### src/rtl/bus_interface_fsm.sv
// Host bus to register-file bridge: synchronises the async bus, qualifies chip select,
// issues one-cycle read/write strobes and returns DTACK/read data with an ack timeout.
module bus_interface_fsm #(
  parameter int unsigned SYNC_STAGES = 2,
  parameter int unsigned REG_BITS    = 4,
  parameter int unsigned DATA_WIDTH  = 8,
  parameter int unsigned CS_DELAY    = 1,
  parameter int unsigned ACK_TIMEOUT = 15,
  parameter int unsigned DTACK_EN    = 1
) (
  input  logic                  clk,
  input  logic                  reset_i,
  input  logic                  bus_cs_n_i,
  input  logic                  bus_rd_nwr_i,
  input  logic [REG_BITS-1:0]   bus_reg_num_i,
  input  logic                  bus_bytesel_i,
  input  logic [DATA_WIDTH-1:0] bus_data_i,
  output logic [DATA_WIDTH-1:0] bus_data_o,
  output logic                  bus_data_oe_o,
  output logic                  bus_dtack_o,
  output logic                  write_strobe_o,
  output logic                  read_strobe_o,
  output logic [REG_BITS-1:0]   reg_num_o,
  output logic                  bytesel_o,
  output logic [DATA_WIDTH-1:0] bytedata_o,
  input  logic                  reg_ack_i,
  input  logic [DATA_WIDTH-1:0] reg_rd_data_i,
  output logic                  timeout_o,
  output logic                  busy_o
);

  localparam int unsigned CS_STAGES = SYNC_STAGES + 1;
  localparam int unsigned QCNT_W    = 4;
  localparam int unsigned TCNT_W    = 8;
  localparam logic [QCNT_W-1:0] QUAL_LAST = QCNT_W'((CS_DELAY == 0) ? 0 : CS_DELAY - 1);
  localparam logic [TCNT_W-1:0] TMO_LAST  = TCNT_W'(ACK_TIMEOUT - 1);

  localparam logic [2:0] S_IDLE    = 3'd0;
  localparam logic [2:0] S_QUALIFY = 3'd1;
  localparam logic [2:0] S_STROBE  = 3'd2;
  localparam logic [2:0] S_WAIT    = 3'd3;
  localparam logic [2:0] S_ACK     = 3'd4;
  localparam logic [2:0] S_RELEASE = 3'd5;

  logic [CS_STAGES-1:0]   r_cs_sync;
  logic [CS_STAGES-1:0]   r_cs_vld;
  logic [SYNC_STAGES-1:0] r_rd_sync;
  logic [SYNC_STAGES-1:0] r_bs_sync;
  logic [REG_BITS-1:0]    r_reg_sync  [SYNC_STAGES];
  logic [DATA_WIDTH-1:0]  r_data_sync [SYNC_STAGES];

  logic w_cs_ff0, w_cs_s, w_cs_s_vld;
  assign w_cs_ff0   = r_cs_sync[0];
  assign w_cs_s     = r_cs_sync[CS_STAGES-1];
  assign w_cs_s_vld = r_cs_vld[CS_STAGES-1];

  // The valid chain keeps reset-loaded 1s in the CS chain from arming an access.
  always_ff @(posedge clk) begin
    if (reset_i) begin
      r_cs_sync <= '1;
      r_cs_vld  <= '0;
      r_rd_sync <= '0;
      r_bs_sync <= '0;
      for (int i = 0; i < SYNC_STAGES; i++) begin
        r_reg_sync[i]  <= '0;
        r_data_sync[i] <= '0;
      end
    end else begin
      r_cs_sync      <= {r_cs_sync[CS_STAGES-2:0], bus_cs_n_i};
      r_cs_vld       <= {r_cs_vld[CS_STAGES-2:0], 1'b1};
      r_rd_sync      <= {r_rd_sync[SYNC_STAGES-2:0], bus_rd_nwr_i};
      r_bs_sync      <= {r_bs_sync[SYNC_STAGES-2:0], bus_bytesel_i};
      r_reg_sync[0]  <= bus_reg_num_i;
      r_data_sync[0] <= bus_data_i;
      for (int i = 1; i < SYNC_STAGES; i++) begin
        r_reg_sync[i]  <= r_reg_sync[i-1];
        r_data_sync[i] <= r_data_sync[i-1];
      end
    end
  end

  logic [2:0]            r_state, w_state_nxt;
  logic [QCNT_W-1:0]     r_qcnt, w_qcnt_nxt;
  logic [TCNT_W-1:0]     r_tcnt, w_tcnt_nxt;
  logic                  r_armed, w_armed_nxt;
  logic                  r_is_read, w_is_read_nxt;
  logic                  r_wstb, w_wstb_nxt;
  logic                  r_rstb, w_rstb_nxt;
  logic [REG_BITS-1:0]   r_reg_num, w_reg_num_nxt;
  logic                  r_bytesel, w_bytesel_nxt;
  logic [DATA_WIDTH-1:0] r_bytedata, w_bytedata_nxt;
  logic                  r_dtack, w_dtack_nxt;
  logic                  r_oe, w_oe_nxt;
  logic [DATA_WIDTH-1:0] r_bus_data, w_bus_data_nxt;
  logic                  r_timeout, w_timeout_nxt;
  logic                  r_busy, w_busy_nxt;
  logic                  w_enter_strobe;

  always_ff @(posedge clk) begin
    if (reset_i) begin
      r_state    <= S_IDLE;
      r_qcnt     <= '0;
      r_tcnt     <= '0;
      r_armed    <= 1'b0;
      r_is_read  <= 1'b0;
      r_wstb     <= 1'b0;
      r_rstb     <= 1'b0;
      r_reg_num  <= '0;
      r_bytesel  <= 1'b0;
      r_bytedata <= '0;
      r_dtack    <= 1'b1;
      r_oe       <= 1'b0;
      r_bus_data <= '0;
      r_timeout  <= 1'b0;
      r_busy     <= 1'b0;
    end else begin
      r_state    <= w_state_nxt;
      r_qcnt     <= w_qcnt_nxt;
      r_tcnt     <= w_tcnt_nxt;
      r_armed    <= w_armed_nxt;
      r_is_read  <= w_is_read_nxt;
      r_wstb     <= w_wstb_nxt;
      r_rstb     <= w_rstb_nxt;
      r_reg_num  <= w_reg_num_nxt;
      r_bytesel  <= w_bytesel_nxt;
      r_bytedata <= w_bytedata_nxt;
      r_dtack    <= w_dtack_nxt;
      r_oe       <= w_oe_nxt;
      r_bus_data <= w_bus_data_nxt;
      r_timeout  <= w_timeout_nxt;
      r_busy     <= w_busy_nxt;
    end
  end

  // Next-state and next-output logic; every output is registered from these values.
  always_comb begin
    w_state_nxt    = r_state;
    w_qcnt_nxt     = r_qcnt;
    w_tcnt_nxt     = r_tcnt;
    w_armed_nxt    = r_armed;
    w_is_read_nxt  = r_is_read;
    w_wstb_nxt     = 1'b0;
    w_rstb_nxt     = 1'b0;
    w_reg_num_nxt  = r_reg_num;
    w_bytesel_nxt  = r_bytesel;
    w_bytedata_nxt = r_bytedata;
    w_dtack_nxt    = r_dtack;
    w_oe_nxt       = r_oe;
    w_bus_data_nxt = r_bus_data;
    w_timeout_nxt  = 1'b0;
    w_enter_strobe = 1'b0;

    case (r_state)
      S_IDLE: begin
        if (w_cs_s_vld && w_cs_s) w_armed_nxt = 1'b1;
        if (!w_cs_s && r_armed) begin
          if (CS_DELAY == 0) begin
            w_enter_strobe = 1'b1;
          end else begin
            w_state_nxt = S_QUALIFY;
            w_qcnt_nxt  = '0;
          end
        end
      end
      S_QUALIFY: begin
        if (w_cs_s)                 w_state_nxt = S_IDLE;
        else if (r_qcnt == QUAL_LAST) w_enter_strobe = 1'b1;
        else                        w_qcnt_nxt = r_qcnt + 1'b1;
      end
      S_STROBE: begin
        w_state_nxt = S_WAIT;
        w_tcnt_nxt  = '0;
      end
      S_WAIT: begin
        if (w_cs_ff0) begin
          w_state_nxt = S_IDLE;
        end else if (reg_ack_i) begin
          w_state_nxt = S_ACK;
          if (r_is_read) w_bus_data_nxt = reg_rd_data_i;
        end else if (r_tcnt == TMO_LAST) begin
          w_state_nxt   = S_ACK;
          w_timeout_nxt = 1'b1;
          if (r_is_read) w_bus_data_nxt = '1;
        end else begin
          w_tcnt_nxt = r_tcnt + 1'b1;
        end
      end
      S_ACK: begin
        w_dtack_nxt = (DTACK_EN == 0);
        w_oe_nxt    = r_is_read;
        w_state_nxt = S_RELEASE;
      end
      S_RELEASE: begin
        if (w_cs_ff0) w_state_nxt = S_IDLE;
      end
      default: w_state_nxt = S_IDLE;
    endcase

    if (w_enter_strobe) begin
      w_state_nxt    = S_STROBE;
      w_is_read_nxt  = r_rd_sync[SYNC_STAGES-1];
      w_rstb_nxt     = r_rd_sync[SYNC_STAGES-1];
      w_wstb_nxt     = !r_rd_sync[SYNC_STAGES-1];
      w_reg_num_nxt  = r_reg_sync[SYNC_STAGES-1];
      w_bytesel_nxt  = r_bs_sync[SYNC_STAGES-1];
      w_bytedata_nxt = r_data_sync[SYNC_STAGES-1];
    end

    // Bus release always wins: withdraw DTACK/oe and abandon an unfinished ack.
    if (w_cs_ff0) begin
      w_dtack_nxt = 1'b1;
      w_oe_nxt    = 1'b0;
      if (r_state == S_ACK) w_state_nxt = S_IDLE;
    end

    if (w_state_nxt != S_IDLE) w_armed_nxt = 1'b0;
    w_busy_nxt = (w_state_nxt != S_IDLE);
  end

  assign bus_data_o     = r_bus_data;
  assign bus_data_oe_o  = r_oe;
  assign bus_dtack_o    = r_dtack;
  assign write_strobe_o = r_wstb;
  assign read_strobe_o  = r_rstb;
  assign reg_num_o      = r_reg_num;
  assign bytesel_o      = r_bytesel;
  assign bytedata_o     = r_bytedata;
  assign timeout_o      = r_timeout;
  assign busy_o         = r_busy;

endmodule

### config.mk
export PLATFORM = sky130hd
export DESIGN_NAME = bus_interface_fsm
export DESIGN_NICKNAME = d
export VERILOG_FILES = /design/src/rtl/bus_interface_fsm.sv
export SDC_FILE = /design/constraint.sdc
export NUM_CORES = 1
export LEC_CHECK = 0
export ABC_AREA = 0
export BUFFER_PORTS_ARGS = -buffer_cell sky130_fd_sc_hd__buf_4
export CAP_MARGIN = 15
export CELL_PAD_IN_SITES_DETAIL_PLACEMENT = 2
export CELL_PAD_IN_SITES_GLOBAL_PLACEMENT = 2
export CORE_MARGIN = 5
export CORE_UTILIZATION = 33
export CTS_BUF_LIST = sky130_fd_sc_hd__clkbuf_16
export DETAILED_ROUTE_END_ITERATION = 6
export PLACE_DENSITY = 0.87
export SLEW_MARGIN = 30
export SYNTH_ARGS = -nofsm -noshare
export SYNTH_HDL_FRONTEND = slang
export SYNTH_SLANG_ARGS = --single-unit
### constraint.sdc
create_clock -name clk -period 2.1 [get_ports clk]
set_input_delay 0.21 -clock clk [delete_from_list [all_inputs] [get_ports clk]]
set_output_delay 0.21 -clock clk [all_outputs]
set_load 0.01 [all_outputs]
Word-level counts from Yosys, hierarchy flattened
Memories as Yosys holds them, arrays and structs flattened. A register that Yosys moved wholly into a read port is not among the register bits. Index checks and enable logic that the tools add are counted.

Register bits: 42. Latch bits: 0. Bits in writable memories: 24. Bits in read-only memories: 0. Bits of input ports: 26. Logic and storage cells: 93. Memories: 2.

Memory list: r_data_sync (words 2, bits a word 8, rd ports 2, clocked after Yosys merged registers in 1, wr ports 2, RTL line 50) `logic [DATA_WIDTH-1:0] r_data_sync [SYNC_STAGES];`; r_reg_sync (words 2, bits a word 4, rd ports 2, clocked after Yosys merged registers in 1, wr ports 2, RTL line 49) `logic [REG_BITS-1:0] r_reg_sync [SYNC_STAGES];`.

Add/subtract/negate cells: 2. $mul: 0. Div/mod/pow operators: 0. Magnitude comparators: 0. Equal/unequal tests: 12. Shifts and indexed selects: 0. Multiplexer cells: 34. Bitwise gates (word level): 7. Reduce and logical (&&, ||, !) cells: 18.

Operators with widths (number): 2-to-1 mux 8 bit (9); 2-to-1 mux 3 bit (9); 2-to-1 mux 4 bit (5); case mux 3 bit (6 select lines) (1); case mux 8 bit (2 select lines) (1); inequality test 2 bit, second input constant (6); AND reduction 4 bit (3); adder 8 x 1 -> 8 bit, second input constant (1); == test 8 x 4 -> 1 bit, second input constant (1); 2-to-1 mux 1 bit (8); case mux 4 bit (2 select lines) (1); == test 3 x 2 -> 1 bit, second input constant (2); == test 3 bit, second input constant (2); nonzero test 2 bit (3); OR reduction 2 bit (3); adder 4 x 1 -> 4 bit, second input constant (1); zero test 4 bit (1); bitwise OR 1 bit (4); OR reduction 4 bit (1); == test 3 x 1 -> 1 bit, second input constant (1); zero test 3 bit (1); NOT 1 bit (3); nonzero test 3 bit (1); logical AND 1 bit (2); 2 further kinds (3).

Depth between registers and ports, before layout
Gate-level depths: netlist of the first run.

Word-level depth: 10. Gate-level depth with buffers: 8. Mapped depth without buffers: 6.

Least setup slack after synthesis of the first run
No wires, ideal clock.

Path kind: register to register. Start: register r_tcnt[0]. End: register r_tcnt[4]. Data arrival time: 1.758 ns. Data required time: 2.030 ns. Slack: 0.272 ns. Cell stages (with the launch flop): 8. Path through: dfxtp_1 -> inv_1 -> ha_1 -> nor4bb_1 -> a2111o_1 -> buf_2 -> or3_1 -> a21oi_1.

Longest elaborated chain between the ends: 5.

Ends and longest elaborated chain: from (decl) (RTL line 84) `logic [TCNT_W-1:0] r_tcnt, w_tcnt_nxt;`; from (signal assigned) (RTL line 119) `r_tcnt <= w_tcnt_nxt;`; adder 8 x 1 -> 8 bit (RTL line 185) `w_tcnt_nxt = r_tcnt + 1'b1;`; 2-to-1 mux 8 bit (RTL line 180) `end else if (r_tcnt == TMO_LAST) begin`; 2-to-1 mux 8 bit (RTL line 177) `end else if (reg_ack_i) begin`; 2-to-1 mux 8 bit (RTL line 175) `if (w_cs_ff0) begin`; case mux 8 bit (2 select lines) (RTL line 153) `case (r_state)`.

Parallel ways exist; a longest one is shown, timed or not. The select of a mux whose other input is x is not followed. A chain may end at the register's enable or synchronous reset.

Final worst setup path of the first run
Start: register r_qcnt[0]. End: register r_bytedata[5], in the netlist bytedata_o[5] (read register of r_data_sync).

Longest elaborated chain between the ends: 4.

Ends and longest elaborated chain: from (decl) (RTL line 83) `logic [QCNT_W-1:0] r_qcnt, w_qcnt_nxt;`; from (signal assigned) (RTL line 118) `r_qcnt <= w_qcnt_nxt;`; zero test 4 bit (RTL line 167) `else if (r_qcnt == QUAL_LAST) w_enter_strobe = 1'b1;`; 2-to-1 mux 1 bit (RTL line 167); 2-to-1 mux 1 bit (RTL line 166) `if (w_cs_s) w_state_nxt = S_IDLE;`; 2-to-1 mux 1 bit (RTL line 153); to (decl) (RTL line 91) `logic [DATA_WIDTH-1:0] r_bytedata, w_bytedata_nxt;`.

Every way passes these cells.

==> flow_summary.yaml, run 1 <==
timing:
  min_period_ns: 2.01
  skew_ns: 0.00481
  hold_slack_ns: 0.0608
  setup_ws_ns: 0.0873
  hold_violations: 0
  tightest_slew_ns: 0.690
  finalCritPeriodShare: 0.958
  fmax_mhz: 497
  final_max_slew_viol_count: 0
  finalSetupTns_ns: 0
  max-slew-margin-rel: 0.539
  rsz0062_at_grt: "false"
  finalSetupViolCount: 0
synthesis:
  synth_area_leaders: "dfxtp_1 (57%), nor2b_1 (6.8%), nand2_1 (4.8%)"
  ys_warn_count: 0
  synth_area_mm2: 0.00276
  syn-mean-instance-area_um2: 9.89
  synth_top_area_cell: "dfxtp_1"
  syn_nets: 309
  synth_top_area_frac: 0.566
  ys_types: 42
  ys_seq_area_frac: 0.566
  syn_inst: 279
  ys_ff_latch: 78
critical_path:
  arrival_ns: 2.22
  cp-start-kind: "flip-flop"
  reg2reg_from: "r_qcnt[0]$_SDFFE_PP0P_"
  worstSetupPathType: "reg2reg"
  startpoint: "r_qcnt[0]$_SDFFE_PP0P_"
  regToRegSetupSlack_ns: 0.09
  crit_chain: "inv_1 -> ha_1 -> nand4bb_1 -> or4_4 -> buf_4 -> nand2_1 -> a21oi_1"
  cp_data_required_time_ns: 2.31
  reg2reg_depth: 7
  crit_path_top_delay_cell: "or4_4"
  endpoint_kind: "flip-flop"
  slowest_delay_ns: 0.57
  reg2reg_to: "bytedata_o[5]$_SDFFE_PP0P_"
  cp_max_fo: 13
finish:
  final_cell_mix: "dfxtp_1 (77), buf_4 (61), nand2_1 (35)"
  final_area_mm2: 0.00363
  final_core_util: 0.444
  drive_gt1_frac: 0.288
  final_cells: 445
  fill_cells: 859
  final_nets: 365
  layout_commonest_cell: "dfxtp_1"
  antenna_cells: 0
  synthToLayoutAreaGrowth_pct: 31.7
drt:
  drtPass1Iterations: 4
  ant_nets: 0
  dr.first_iter.drc_count: 93
  vias: 2319
  via_per_inst: 5.21
  drc_errors: 0
  drt-total-wl_um: 9180
  avgRoutedWirePerCell_um: 20.6
clock_network:
  worstSkewPairLatency_ns: 0.34
  cts_root_buf: "clkbuf_16"
  htree_num_levels: 3
  numCtsBuffers: 9
  cts.path.max_buffers: 2
  tritoncts: "done"
  clock_sinks: 78
  holdBufCountCts: 0
  path_clk_slew_ns: 0.06
pwr:
  power_density_mw_per_mm2: 900
  peakVddDrop_mv: 0.448
  totalPowerFinal_mw: 3.27
  power_leakage_nw: 1.41
global_routing:
  antenna_found_initial: 0
  grt_use_total: 0.188
  grt_pass1_wl_um: 14700
  use_met1: 0.216
  grt_use_met3: 0.0296
  grt_overflow_total: 0
  grt_max_degree: 33
  use_met2: 0.345
  top_usage_layer: "met2"
  grt_pass1_vias: 2634
floorplanning:
  rows: 33
  ioPinCount: 53
  start_util: 0.337
  coreArea_mm2: 0.00818
  chipWidth_um: 101
  die-area_mm2: 0.0103
  die_h_um: 101
placed_design:
  hpwl_um: 5330
  io_buffers: 52
  pre_cts_ws_ns: 0.0248
  dp_cells: 428
  dpl-instance-area_mm2: 0.00328
  gp_congestion: 0.770
hold_path:
  hold_depth: 2
  holdPathEnd: "r_cs_sync[0]$_SDFF_PP1_"
  hp-class: "in2reg"
  holdCritStartpoint: "bus_cs_n_i"
job:
  maxCapViolations: 0
outcome:
  status: "completed"
-- registers in the layout (all words and copies together) (netlist names), 2 cells and up --
signal	count
r_qcnt	4
r_state	3
bytedata_o	8
r_bs_sync	2
r_cs_sync	3
reg_num_o	4
r_cs_vld	3
r_tcnt	8
r_data_sync	16
r_reg_sync	8
r_rd_sync	2
bus_data_o	8
-- cell usage after synthesis --
master      n
o31ai_1     3
nor3b_1     2
ha_1        4
nand3_1     5
o221a_2     8
and4bb_2    1
a211oi_1    2
and3_1      2
a41oi_1     2
o31a_1      1
and2_1      2
nand2_1    35
buf_1       1
nor2b_1    30
nand4_1     4
nand2b_1    1
or2_2       4
o2bb2ai_1   1
nand3b_1    2
a21o_1      2
clkbuf_1   12
dfxtp_1    78
a21oi_1    21
buf_2       3
nand4bb_1   2
o21a_1      1
nor4bb_1    2
a31oi_1     3
nor3_1      4
and4b_1     1
or3_1       3
xnor2_1     2
a31o_2      1
a2111o_1    1
o21ba_2     2
xor2_1      2
nor4_1      2
mux2i_1     2
nor2_1     11
inv_1       7
o21ai_0     5
or4_1       2
-- repair_timing --
item	CTS	global route
resized for setup	2	4
setup endpoints to repair	4	15
buffers inserted	1	0
pin swaps	1	1
-- how the worst max path moves through the flow --
| stage | to | slack, ns | depth (start not counted) |
|---|---|---|---|
| after floorplan | r_tcnt[4]$_SDFFE_PP0P_ | 0.27 | 7 |
| after global placement | r_tcnt[5]$_SDFFE_PP0P_ | 0.12 | 6 |
| after detailed placement | r_tcnt[5]$_SDFFE_PP0P_ | 0.02 | 6 |
| after CTS | r_tcnt[5]$_SDFFE_PP0P_ | 0.03 | 6 |
| after global routing | r_armed$_SDFFE_PP0P_ | 0.004 | 6 |
| final | bytedata_o[5]$_SDFFE_PP0P_ | 0.09 | 7 |
-- power by group --
part | switching, mW | leakage [nW] | internal [mW] | total [mW]
registers | 0.0133 | 0.637 | 1.51 | 1.52
logic | 0.0528 | 0.631 | 0.0543 | 0.107
clock network | 0.694 | 0.147 | 0.948 | 1.64
total | 0.761 | 1.41 | 2.51 | 3.27
-- final cells by class --
class / instances / area [um2] / share of cell area
Clock buffer: 9 / 225 / 0.0620
Inverter: 7 / 26.3 / 0.00723
Multi-Input combinational cell: 178 / 1140 / 0.313
Sequential cell: 78 / 1570 / 0.431
Clock inverter: 7 / 90.1 / 0.0248
Timing Repair Buffer: 61 / 458 / 0.126
Tap cell: 105 / 131 / 0.0362
-- critical path, delay by kind of cell, from the launching register on --
family | cells | cell delay [ns]
fa+ha+maj | 1 | 0.17
compound gates | 1 | 0.08
simple gates | 3 | 0.98
buf+inv | 2 | 0.30
flops | 1 | 0.36
-- per-layer routing --
layer | share of wire | wire (um) | vias to the layer above
li1 | - | - | 1078
met1 | 0.40 | 3710 | 1165
met2 | 0.54 | 4980 | 57
met3 | 0.029 | 265 | 19
met4 | 0.024 | 219 | 0
met5 | 0 | 0 | -
-- cell families (layout without fill, tap and decap cells) --
family | Yosys count | count (layout) | synth area share
multiplexers | 2 | 2 | 0.00726
flip-flops | 78 | 78 | 0.566
buffers and inverters | 23 | 84 | 0.0327
AO/OA/AOI/OAI | 53 | 53 | 0.136
XOR/XNOR | 4 | 4 | 0.0127
AND/OR/NAND/NOR | 115 | 115 | 0.228
adder cells (fa/ha/maj) | 4 | 4 | 0.0181
Note: power is estimated with default switching activity, not from simulation.
==> run 2, diff against run 1 <==
BUFFER_PORTS_ARGS = not set   (was -buffer_cell sky130_fd_sc_hd__buf_4)
CORE_UTILIZATION = 35   (was 33)
DONT_BUFFER_PORTS = 1   (was not set)
PLACE_DENSITY = 0.81   (was 0.87)
==> run 2 against run 1 <==
Register-to-register slack improved by 0.02 ns; first-iteration DRC count shrank 28%; hold slack got worse by 0.052 ns; final area down 7.4%; clock-buffer cell count is the same; total power grew 4.2%; sequential share of layout area up 3.4 points; non-clock buffer count decreased by 43; via count down 11%; global-route usage decreased by 2.3 points; fmax rose by 1.2%; critical path type unchanged; largest cell class unchanged.
==> flow_summary.yaml, run 2 (same netlist as run 1, synthesis figures left out) <==
outcome:
  status: "completed"
clock_network:
  tritoncts: "done"
  path_clk_slew_ns: 0.06
  cts.path.max_buffers: 2
  htree_num_levels: 3
  clock_sinks: 78
  worstSkewPairLatency_ns: 0.33
  numCtsBuffers: 9
  cts_root_buf: "clkbuf_16"
finish:
  final_core_util: 0.438
  final_cell_mix: "dfxtp_1 (77), nand2_1 (35), nor2b_1 (30)"
  top_register: "r_data_sync"
  layout_commonest_cell: "dfxtp_1"
  drive_gt1_frac: 0.168
  final_cells: 399
  largest_reg_flops: 16
  antenna_cells: 0
  synthToLayoutAreaGrowth_pct: 22.0
  final_nets: 322
pwr:
  power_density_mw_per_mm2: 1010
  intPower_mw: 2.72
  power_leakage_nw: 1.21
  power_frac_seq: 0.447
  switching_power_uw: 686
  p_sw_frac: 0.201
  p_clk_frac: 0.532
  power_frac_comb: 0.021
  peakVddDrop_mv: 0.543
critical_path:
  cp-start-kind: "flip-flop"
  cp_max_fo: 5
  cp.buffers_inverters: 2
  regToRegSetupSlack_ns: 0.11
  crit_chain: "inv_1 -> ha_1 -> nor4bb_4 -> a2111o_1 -> buf_4 -> o31a_1 -> o21ba_2"
  cp_data_required_time_ns: 2.33
  slowest_delay_ns: 0.45
  critPathTopFamily: "compound AO/OA/AOI/OAI gates"
  arrival_ns: 2.22
  worstSetupPathType: "reg2reg"
  crit_path_top_delay_cell: "a2111o_1"
  endpoint_kind: "flip-flop"
placed_design:
  gp_congestion: 0.712
  hpwl_um: 4720
  io_buffers: 0
  dp_cells: 375
global_routing:
  grt_max_degree: 54
  antenna_found_initial: 0
  grt_pass1_wl_um: 12600
  grt_pass1_vias: 2319
  grt_overflow_total: 0
  grt_use_total: 0.166
floorplanning:
  ioPinCount: 53
  start_util: 0.359
  chipWidth_um: 98.8
  coreArea_mm2: 0.00769
  die-area_mm2: 0.00976
  rows: 32
  die_h_um: 98.8
timing:
  final_max_slew_viol_count: 0
  tightest_slew_ns: 0.483
  hold_violations: 0
  max-slew-margin-rel: 0.677
  min_period_ns: 1.99
  fmax_mhz: 503
  finalCritPeriodShare: 0.947
  skew_ns: 0.00886
  finalSetupViolCount: 0
drt:
  drt-total-wl_um: 7600
  ant_nets: 0
  via_per_inst: 5.20
  avgRoutedWirePerCell_um: 19.1
  drc_errors: 0
  drtPass1Iterations: 6
  dr.first_iter.drc_count: 67
  vias: 2073
job:
  maxCapViolations: 0
hold_path:
  hp-class: "in2reg"
-- run 2: cell types whose count changed in the layout (fill, tap and decap cells not counted), sizes merged --
| cell | delta |
|---|---|
| dlygate4sd3 | +5 |
| clkinv | -1 |
| bufinv | +2 |
| clkinvlp | -1 |
| buf | -48 |
-- run 2: area by class of cell --
type,instances,area (um2)
fill,806,4320
sequential,78,1560
multi-input combinational,178,1140
clock buffer,9,225
timing repair buffer,18,160
tap,102,128
clock inverter,7,126
inverter,7,26.3
-- run 2: path summary, 6_finish.rpt --
path | start | endpoint | depth (start not counted)
max | r_tcnt[0]$_SDFFE_PP0P_ | r_tcnt[7]$_SDFFE_PP0P_ | 7
min | bus_data_i[2] | r_data_sync[0][2]$_SDFF_PP0_ | 1
max reg2reg | r_tcnt[0]$_SDFFE_PP0P_ | r_tcnt[7]$_SDFFE_PP0P_ | 7
min reg2reg | r_data_sync[0][0]$_SDFF_PP0_ | r_data_sync[1][0]$_SDFF_PP0_ | 1
-- run 2: through the flow --
stage,instance area (um2),setup WS [ns],hold WS (ns),TNS (ns),power [mW]
CTS,3350,0.00221,0.000852,0,3.45
floorplan,2760,0.272,0.287,0,1.60
global route,3360,-0.00485,0.00104,-0.00485,3.53
global placement,2900,0.124,0.283,0,1.60
finish,3360,0.110,0.00900,0,3.41
detailed placement,2900,-0.0518,0.286,-0.0518,1.60
-- run 2: power groups by stage --
stage	registers, mW	logic [mW]	clock network, mW
detailed placement	1.55	0.0455	0
floorplan	1.55	0.0503	0
global route	1.52	0.0807	1.93
CTS	1.52	0.0741	1.85
finish	1.52	0.0725	1.81
global placement	1.55	0.0433	0
-- run 2: layer usage --
layer  vias up  wire length (um)  GRT usage
li1        993                 -          -
met2        34              4160      0.300
met1      1036              3000      0.180
met4         0               112     0.0557
met3        10               327     0.0552
met5         -                 0          0
-- run 2: repair_timing --
item                                    in CTS  in global routing
hold endpoints to repair                    53                  0
pin swaps                                    1                  1
setup buffers                                2                  0
endpoints found under the setup margin       3                  7
hold buffers                                 6                  0
cloned                                       0                  0
gates resized for setup                      1                  4
